### src/rtl/barrel_pkg.sv
// Shared definitions for the barrel rotator register: default width and
// the derivation of the rotate-amount width from the word width.
package barrel_pkg;

    localparam int unsigned DATA_SIZE = 8;

    function automatic int unsigned sel_width_of(input int unsigned width);
        return $clog2(width);
    endfunction

endpackage

### src/rtl/barrel_rotl.sv
// Combinational rotate-left: log2(data_size) cascaded mux stages, amount
// bit k selecting a rotate by 2^k positions.
module barrel_rotl
    import barrel_pkg::*;
#(
    parameter int unsigned data_size = DATA_SIZE,
    parameter int unsigned sel_width = sel_width_of(data_size)
) (
    input  logic [data_size-1:0] din,
    input  logic [sel_width-1:0] amt,
    output logic [data_size-1:0] dout
);

    logic [sel_width:0][data_size-1:0] stage;

    assign stage[0] = din;

    for (genvar k = 0; k < sel_width; k++) begin : g_stage
        localparam int unsigned SH = 1 << k;
        logic [data_size-1:0] rotated;
        // Upper SH bits wrap around into the low end.
        assign rotated      = {stage[k][data_size-1-SH:0], stage[k][data_size-1:data_size-SH]};
        assign stage[k+1]   = amt[k] ? rotated : stage[k];
    end

    assign dout = stage[sel_width];

endmodule

### src/rtl/barrel_2.sv
// Recirculating barrel rotator register: loads a word, then rotates it left
// by sel positions every clock while Load is low.
module barrel_2
    import barrel_pkg::*;
#(
    parameter int unsigned data_size = DATA_SIZE,
    parameter int unsigned sel_width = sel_width_of(data_size)
) (
    input  logic                 clk,
    input  logic                 reset,
    input  logic                 Load,
    input  logic [sel_width-1:0] sel,
    input  logic [data_size-1:0] data_in,
    output logic [data_size-1:0] data_out
);

    logic [data_size-1:0] r;
    logic [data_size-1:0] rotated;

    barrel_rotl #(
        .data_size (data_size),
        .sel_width (sel_width)
    ) u_rotl (
        .din  (r),
        .amt  (sel),
        .dout (rotated)
    );

    always_ff @(posedge clk or negedge reset) begin
        if (!reset) begin
            r <= '0;
        end else begin
            r <= Load ? data_in : rotated;
        end
    end

    assign data_out = r;

endmodule

### config.mk
export PLATFORM = sky130hd
export DESIGN_NAME = barrel_2
export DESIGN_NICKNAME = d
export VERILOG_FILES = /design/src/rtl/barrel_pkg.sv /design/src/rtl/barrel_rotl.sv /design/src/rtl/barrel_2.sv
export SDC_FILE = /design/constraint.sdc
export NUM_CORES = 1
export LEC_CHECK = 0
export BUFFER_PORTS_ARGS = -buffer_cell sky130_fd_sc_hd__buf_4
export CORE_ASPECT_RATIO = 0.6
export CORE_MARGIN = 4
export CORE_UTILIZATION = 25
export DETAILED_ROUTE_END_ITERATION = 10
export PLACE_DENSITY = 0.47
export REMOVE_ABC_BUFFERS = 1
export SLEW_MARGIN = 0
export SYNTH_ARGS = -nofsm -noshare
export SYNTH_HDL_FRONTEND = slang
export SYNTH_SLANG_ARGS = --single-unit
### constraint.sdc
create_clock -name clk -period 1.36 [get_ports clk]
set_input_delay 0.068 -clock clk [delete_from_list [all_inputs] [get_ports clk]]
set_output_delay 0.068 -clock clk [all_outputs]
set_load 0.02 [all_outputs]
# Yosys cells after proc, flatten, opt, wreduce, memory -nomap -nowiden

Index checks and enable logic that the tools add are counted.

Register bits after elaboration: 8
Bits of input ports: 14
Logic and storage cells: 5

Mux-type cells: 4

Operators by type and width:

| operator | number |
|---|---|
| $mux W8  | 4 |

# Depth between registers and ports, before layout

Gate-level depths: netlist (run 1).

Word-level depth: 4
Depth in mapped cells: 4
Mapped depth without buffers: 3

# Hierarchy

A second synthesis (run 1) with hierarchy kept.

Cells, all modules: 36
Area total of the unflattened synthesis: 658.1 µm²

Modules (own cells, without submodules):

| module      | times used | cells each | area an instance (µm²) | seq. area each (µm²) |
|---|---|---|---|---|
| barrel_2    | 1          | 17         | 331.6                  | 200.2 |
| barrel_rotl | 1          | 19         | 326.6                  | 0.0 |

# Worst setup path after synthesis (run 1)

OpenSTA, ideal clock, no wires.

Path type: reg-to-reg
Start: register r[5] (netlist: data_out[5])
End: register r[1] (netlist: data_out[1])
Library setup time: 0.124 ns
Arrival: 1.010 ns
Required time: 1.236 ns
Slack: 0.226 ns
Cell stages (with the launch flop): 4
Path buffers: 0
Cells stage by stage: dfrtp_1 mux2_4 o22ai_1 o31ai_2

Longest elaborated chain between the ends: 4

RTL lines:

| what                   | line              | source |
|---|---|---|
| from (decl)            | barrel_2.sv:17    | `logic [data_size-1:0] r;` |
| from (signal assigned) | barrel_2.sv:33    | `r <= Load ? data_in : rotated;` |
| $mux W8 (3 in series)  | barrel_rotl.sv:23 | `assign stage[k+1] = amt[k] ? rotated : stage[k];` |
| $mux W8                | barrel_2.sv:33    |  |

No other way between the ends.

# Final worst setup path (run 1)

Start: register r[3] (netlist: data_out[3])
End: register r[1] (netlist: data_out[1])

Same word-level chain as after synthesis.

==> metrics.cfg, run 1 <==
[logic_synthesis]
synth_compound_area_frac=0.294
ys_warn_count=0
syn_inst=58
synth_seq_area_share=0.336
synth_seq_cells=8
synth_mux_area_frac=0.202
synth_xor_area_frac=0
synth-simple-area-share=0.0882
synth_area_per_cell_sq_um=10.3
synth_top_family_by_area=compound AO/OA/AOI/OAI gates
syn-cell-area_sq_um=596
synth_cell_type_count=12
synth_adder_area_share=0

[grt]
antenna_found_initial=0
grt_pass1_wl_um=2470
grt_overflow_total=0
grt_max_degree=17
grt.total_usage=0.107
grt_pass1_vias=499

[min_path]
min_path_type=input pin to register
min_from=data_in[4]

[timing]
fin_setup_tns_ns=0
setup_viol=0
slew_headroom=0.793
fin_crit_sh=0.822
worst_pin_slew_ns=0.310
hold_viol_final=0
period_needed_ns=1.12
rsz0062_at_grt=false
drv_slew=0
fin_worst_skew_ns=0.00140
fmax_mhz=894

[finish]
multi_input_area_sq_um=348
area_growth_pct=33.4
fillers=234
final_core_util=0.359
layout.nets=93
seq_area_sq_um=200
drive_gt1_frac=0.455
n_antenna_cell=0
largest_reg_flops=8

[die]
die_area_sq_um=3250
die_height_um=45.8
start_util=0.269
io_pins=22
row_count=13
die_width_um=71.0
core-area_sq_um=2210

[job]
cap_violations=0

[clocking]
cts_buffers=3
ctsResizeCount=0
cts_sinks=8
tritoncts=done
cts_root_buffer=clkbuf_8
insertion_delay_ns=0.23
cts-htree-levels=1
clockBufferDepth=2
postCtsSetupRepairBufs=0
clk_pin_slew_ns=0.04

[critical_path]
crit_start=data_out[3]
required_ns=1.47
crit_type=register to register
rr_startpoint=data_out[3]
cp_slowest_cell=dfrtp_1
worstPathArrival_ns=1.23
cp_max_fo=4
path_cells=mux2_4 -> o22ai_1 -> o31ai_2
critPathCaptureType=register
cp-start-kind=register
cpPeakStageDelay_ns=0.40

[drt]
num_vias=547
drtAntennaViolNets=0
wirelength_um=1580
viasPerCell=5.11
firstDrtPassIters=4
drt_iter0_drc=25
wl_per_cell_um=14.7
drc=0

[run_status]
status=complete, no violations

[power_and_ir_drop]
vdd_drop_max_mv=0.304
power.density_nw_per_um2=1130
leakage_uw=0.000357

[placed_design]
place.gp.congestion=0.812
hpwl_um=1190
io_buffers=21

metrics by stage:
step           total power [uW]  cells  setup WS, ns  area, sq um  hold slack, ns
2_1_floorplan               480     52         0.228          548          -0.228
3_3_place_gp                610    103         0.242          743          -0.103
3_5_place_dp                605    103         0.268          743          -0.104
4_1_cts                     904    107         0.245          795          0.0447
5_1_grt                     941    107         0.208          795          0.0565
6_report                    894    107         0.241          795          0.0441
logic make-up after synthesis:
| group | Yosys count |
|---|---|
| AO/OA/AOI/OAI | 24 |
| buffers and inverters | 6 |
| AND/OR/NAND/NOR | 12 |
| flip-flops | 8 |
| multiplexers | 8 |
critical path, delay by kind of cell (launching register included):
| kind | cells | cell delay [ns] |
|---|---|---|
| flops | 1 | 0.40 |
| mux | 1 | 0.30 |
| compound gates | 2 | 0.30 |
power breakdown:
group | internal (uW) | leakage, uW | switching [uW] | total (uW)
Clock | 192 | 0.0000216 | 96.1 | 288
Sequential | 268 | 0.0000949 | 24.0 | 292
Combinational | 157 | 0.000241 | 158 | 314
synth_stat cells, drive strengths merged:
cell type / number / area share
buf: 5 / 0.071
clkbuf: 1 / 0.0084
dfrtp: 8 / 0.34
mux2: 8 / 0.20
nand2: 9 / 0.057
nand2b: 2 / 0.021
o22ai: 16 / 0.17
o31ai: 8 / 0.13
or2: 1 / 0.011
layout make-up:
cell class,count,share of cell area
Clock buffer,3,0.0520
Sequential cell,8,0.252
Tap cell,30,0.0472
Multi-Input combinational cell,44,0.438
Timing Repair Buffer,22,0.211
metal layers:
layer / share of wire / up-vias / track usage
met2: 0.39 / 29 / 0.125
li1: - / 267 / -
met3: 0.093 / 2 / 0.0507
met4: 0.0089 / 0 / 0.0787
met5: 0 / - / 0
met1: 0.50 / 249 / 0.146
final timing paths:
kind                                    end  cells after the start  slack, ns
worst max-delay path            data_out[1]                      3       0.24
max in group asynchronous       data_out[5]                      2       1.03
worst min-delay path            data_out[4]                      3       0.04
worst max register to register  data_out[1]                      3       0.24
worst min register to register  data_out[5]                      3       0.82
min in group asynchronous       data_out[7]                      2       0.20
layout by cell type, fill, tap and decap left out:
cell type      Yosys  final
o22ai_1           16     16
or2_1              1      1
nand2_1            9      9
mux2_4             8      8
o31ai_2            3      3
clkbuf_8           0      3
o31ai_1            5      5
buf_4              2     21
dfrtp_1            8      8
dlygate4sd3_1      0      1
nand2b_1           2      2
timing repair:
item,CTS,global route
setup endpoints to repair,0,0
hold buffers,1,0
hold endpoints to repair,8,0
(Power assumes the default switching activity.)
==> inputs of run 2 (changes only) <==
--- a/config.mk
+++ b/config.mk
@@ -10,7 +10,7 @@
 export CORE_MARGIN = 4
 export CORE_UTILIZATION = 25
 export DETAILED_ROUTE_END_ITERATION = 10
-export PLACE_DENSITY = 0.47
+export PLACE_DENSITY = 0.49
 export REMOVE_ABC_BUFFERS = 1
 export SLEW_MARGIN = 0
 export SYNTH_ARGS = -nofsm -noshare
==> constraint.sdc (replaced) <==
create_clock -name clk -period 1 [get_ports clk]
set_input_delay 0.05 -clock clk [delete_from_list [all_inputs] [get_ports clk]]
set_output_delay 0.05 -clock clk [all_outputs]
set_load 0.02 [all_outputs]
==> run 2 against run 1 <==
Net effect: cell area grew 19%; clock-buffer cell count is the same; critical path depth is the same; worst hold slack lost 0.013 ns; core utilization grew 6.9 points; sequential share of layout area shrank 4.1 points; fmax grew 3.1%; critical endpoint unchanged; clock power grew 36%; sequential cell count is the same; largest power group unchanged; via count grew 4.9%; global-route usage grew 1.3 points; first-iteration DRC count shrank 20%; the run now ends with negative setup slack left.
==> metrics.cfg, run 2 (synthesized netlist as in run 1, its figures left out) <==
[min_path]
min_path_cells=3  ; unchanged
min_from=data_in[3]  ; was data_in[4]
min_to=data_out[3]  ; was data_out[4]
min_path_type=input pin to register  ; unchanged

[die]
row_count=13  ; unchanged
die_area_sq_um=3250  ; unchanged
die_width_um=71.0  ; unchanged
core-area_sq_um=2210  ; unchanged
start_util=0.269  ; unchanged
io_pins=22  ; unchanged
die_height_um=45.8  ; unchanged

[clocking]
clockBufferDepth=2  ; unchanged
cts_root_buffer=clkbuf_8  ; unchanged
cts_buffers=3  ; unchanged
clk_pin_slew_ns=0.04  ; about the same
cts_sinks=8  ; unchanged
insertion_delay_ns=0.23  ; about the same
cts-htree-levels=1  ; unchanged
tritoncts=done  ; unchanged

[critical_path]
rr_startpoint=data_out[7]  ; was data_out[3]
cpLargestDelayFamily=flip-flops  ; unchanged
cpPeakStageDelay_ns=0.40  ; about the same
cp_slowest_cell=dfrtp_1  ; unchanged
cp-start-kind=register  ; unchanged
regToRegSetupSlack_ns=-0.09  ; was 0.24 ns
reg2reg_depth=3  ; unchanged
worstPathArrival_ns=1.19  ; was 1.23 ns
r2r-end=data_out[1]  ; unchanged
path_cells=mux2_4 -> o22ai_2 -> o31ai_2  ; was mux2_4 -> o22ai_1 -> o31ai_2
crit_type=register to register  ; unchanged
crit_buf_inv=0  ; unchanged
cp_max_fo=4  ; unchanged
critPathCaptureType=register  ; unchanged
required_ns=1.11  ; was 1.47 ns

[placed_design]
hpwl_um=1280  ; was 1190 um
dp_cells=109  ; was 103
place.gp.congestion=0.750  ; was 0.812
dp_worst_setup_slack_ns=-0.111  ; was 0.268 ns
io_buffers=21  ; unchanged
place_area_sq_um=788  ; was 743 sq um

[timing]
whs_ns=0.0312  ; was 0.0441 ns
rsz0062_at_grt=true  ; was false
fin_setup_tns_ns=-0.605  ; was 0 ns
fmax_mhz=921  ; was 894 MHz
setup_viol=8  ; was 0
fin_crit_sh=1.09  ; was 0.822
drv_slew=0  ; unchanged
fin_worst_skew_ns=0.00426  ; was 0.00140 ns
slew_headroom=0.669  ; was 0.793
worst_pin_slew_ns=0.496  ; was 0.310 ns
period_needed_ns=1.09  ; was 1.12 ns
fin_ws_ns=-0.0853  ; was 0.241 ns
hold_viol_final=0  ; unchanged

[drt]
met2_length_um=737  ; was 622 um
wl_per_cell_um=15.8  ; was 14.7 um
drtAntennaViolNets=0  ; unchanged
highest_layer=met3  ; was met4
drc=0  ; unchanged
num_vias=574  ; was 547
drt_iter0_drc=20  ; was 25
viasPerCell=5.04  ; was 5.11
wirelength_um=1800  ; was 1580 um
wl_met3_um=154  ; was 147 um
wl_met1_um=908  ; was 792 um
firstDrtPassIters=4  ; unchanged

[grt]
grt_max_degree=17  ; unchanged
grt_pass1_vias=580  ; was 499
grt.total_usage=0.120  ; was 0.107
antenna_found_initial=0  ; unchanged
grt_overflow_total=0  ; unchanged
grt_pass1_wl_um=2840  ; was 2470 um

[finish]
final_common_cell=buf_4  ; unchanged
fin_cells=114  ; was 107
layout.nets=100  ; was 93
area_growth_pct=59.0  ; was 33.4%
drive_gt1_frac=0.690  ; was 0.455
design_area_sq_um=947  ; was 795 sq um
largest_reg_flops=8  ; unchanged
n_antenna_cell=0  ; unchanged
final_cell_mix=buf_4 (28), o22ai_2 (16), nand2_1 (9), mux2_4 (8), dfrtp_1 (8)  ; was buf_4 (21), o22ai_1 (16), nand2_1 (9), mux2_4 (8), dfrtp_1 (8)

[job]
cap_violations=0  ; unchanged

[run_status]
status=finished with violations  ; was complete, no violations
violations=negative setup slack

[power_and_ir_drop]
power.density_nw_per_um2=1430  ; was 1130 nW/um^2
leakage_uw=0.000421  ; was 0.000357 uW
vdd_drop_max_mv=0.335  ; was 0.304 mV

## run 2: changes by cell type in the layout (fill, tap and decap cells not counted), sizes merged
cell / change
buf: +7
## run 2: cell type report
class	instances	area, sq um
clock buffers	3	41.3
fillers	234	1260
multi-input cells	44	448
flip-flops and latches	8	200
well taps	30	37.5
repair buffers	29	220
## run 2: stage by stage
step                utilization  total power (uW)
finish                    0.428              1350
floorplan                     -               653
detailed placement        0.356               865
global placement          0.356               866
CTS                       0.423              1350
global route              0.428              1420
## run 2: report_power, final
group | switching, uW | total [uW] | internal [uW]
Sequential | 35.0 | 399 | 364
Combinational | 270 | 559 | 289
Clock | 131 | 392 | 261
## run 2: routing by layer
metal  GRT usage  vias up
met2       0.169       26
met3      0.0639        0
met1       0.159      271
li1            -      277
met5           0        -
met4      0.0337        0
## run 2: worst min-delay path, cell delays in order
cell and delay (ns):
buf_4 0.08, nand2_1 0.05, o31ai_1 0.05
## run 2: worst max-delay path by stage
stage               depth (start not counted)           to         from
detailed placement                          3  data_out[1]  data_out[5]
global placement                            3  data_out[1]  data_out[5]
global route                                3  data_out[3]  data_out[6]
floorplan                                   3  data_out[1]  data_out[5]
finish                                      3  data_out[1]  data_out[7]
CTS                                         3  data_out[7]  data_out[6]
## run 2: what timing repair did
item,in CTS,in global routing
cloned,0,0
hold buffers,1,0
endpoints found under the setup margin,8,8
setup buffers,1,0
pin swaps,8,4
resized for setup,14,2
endpoints found under the hold margin,8,0
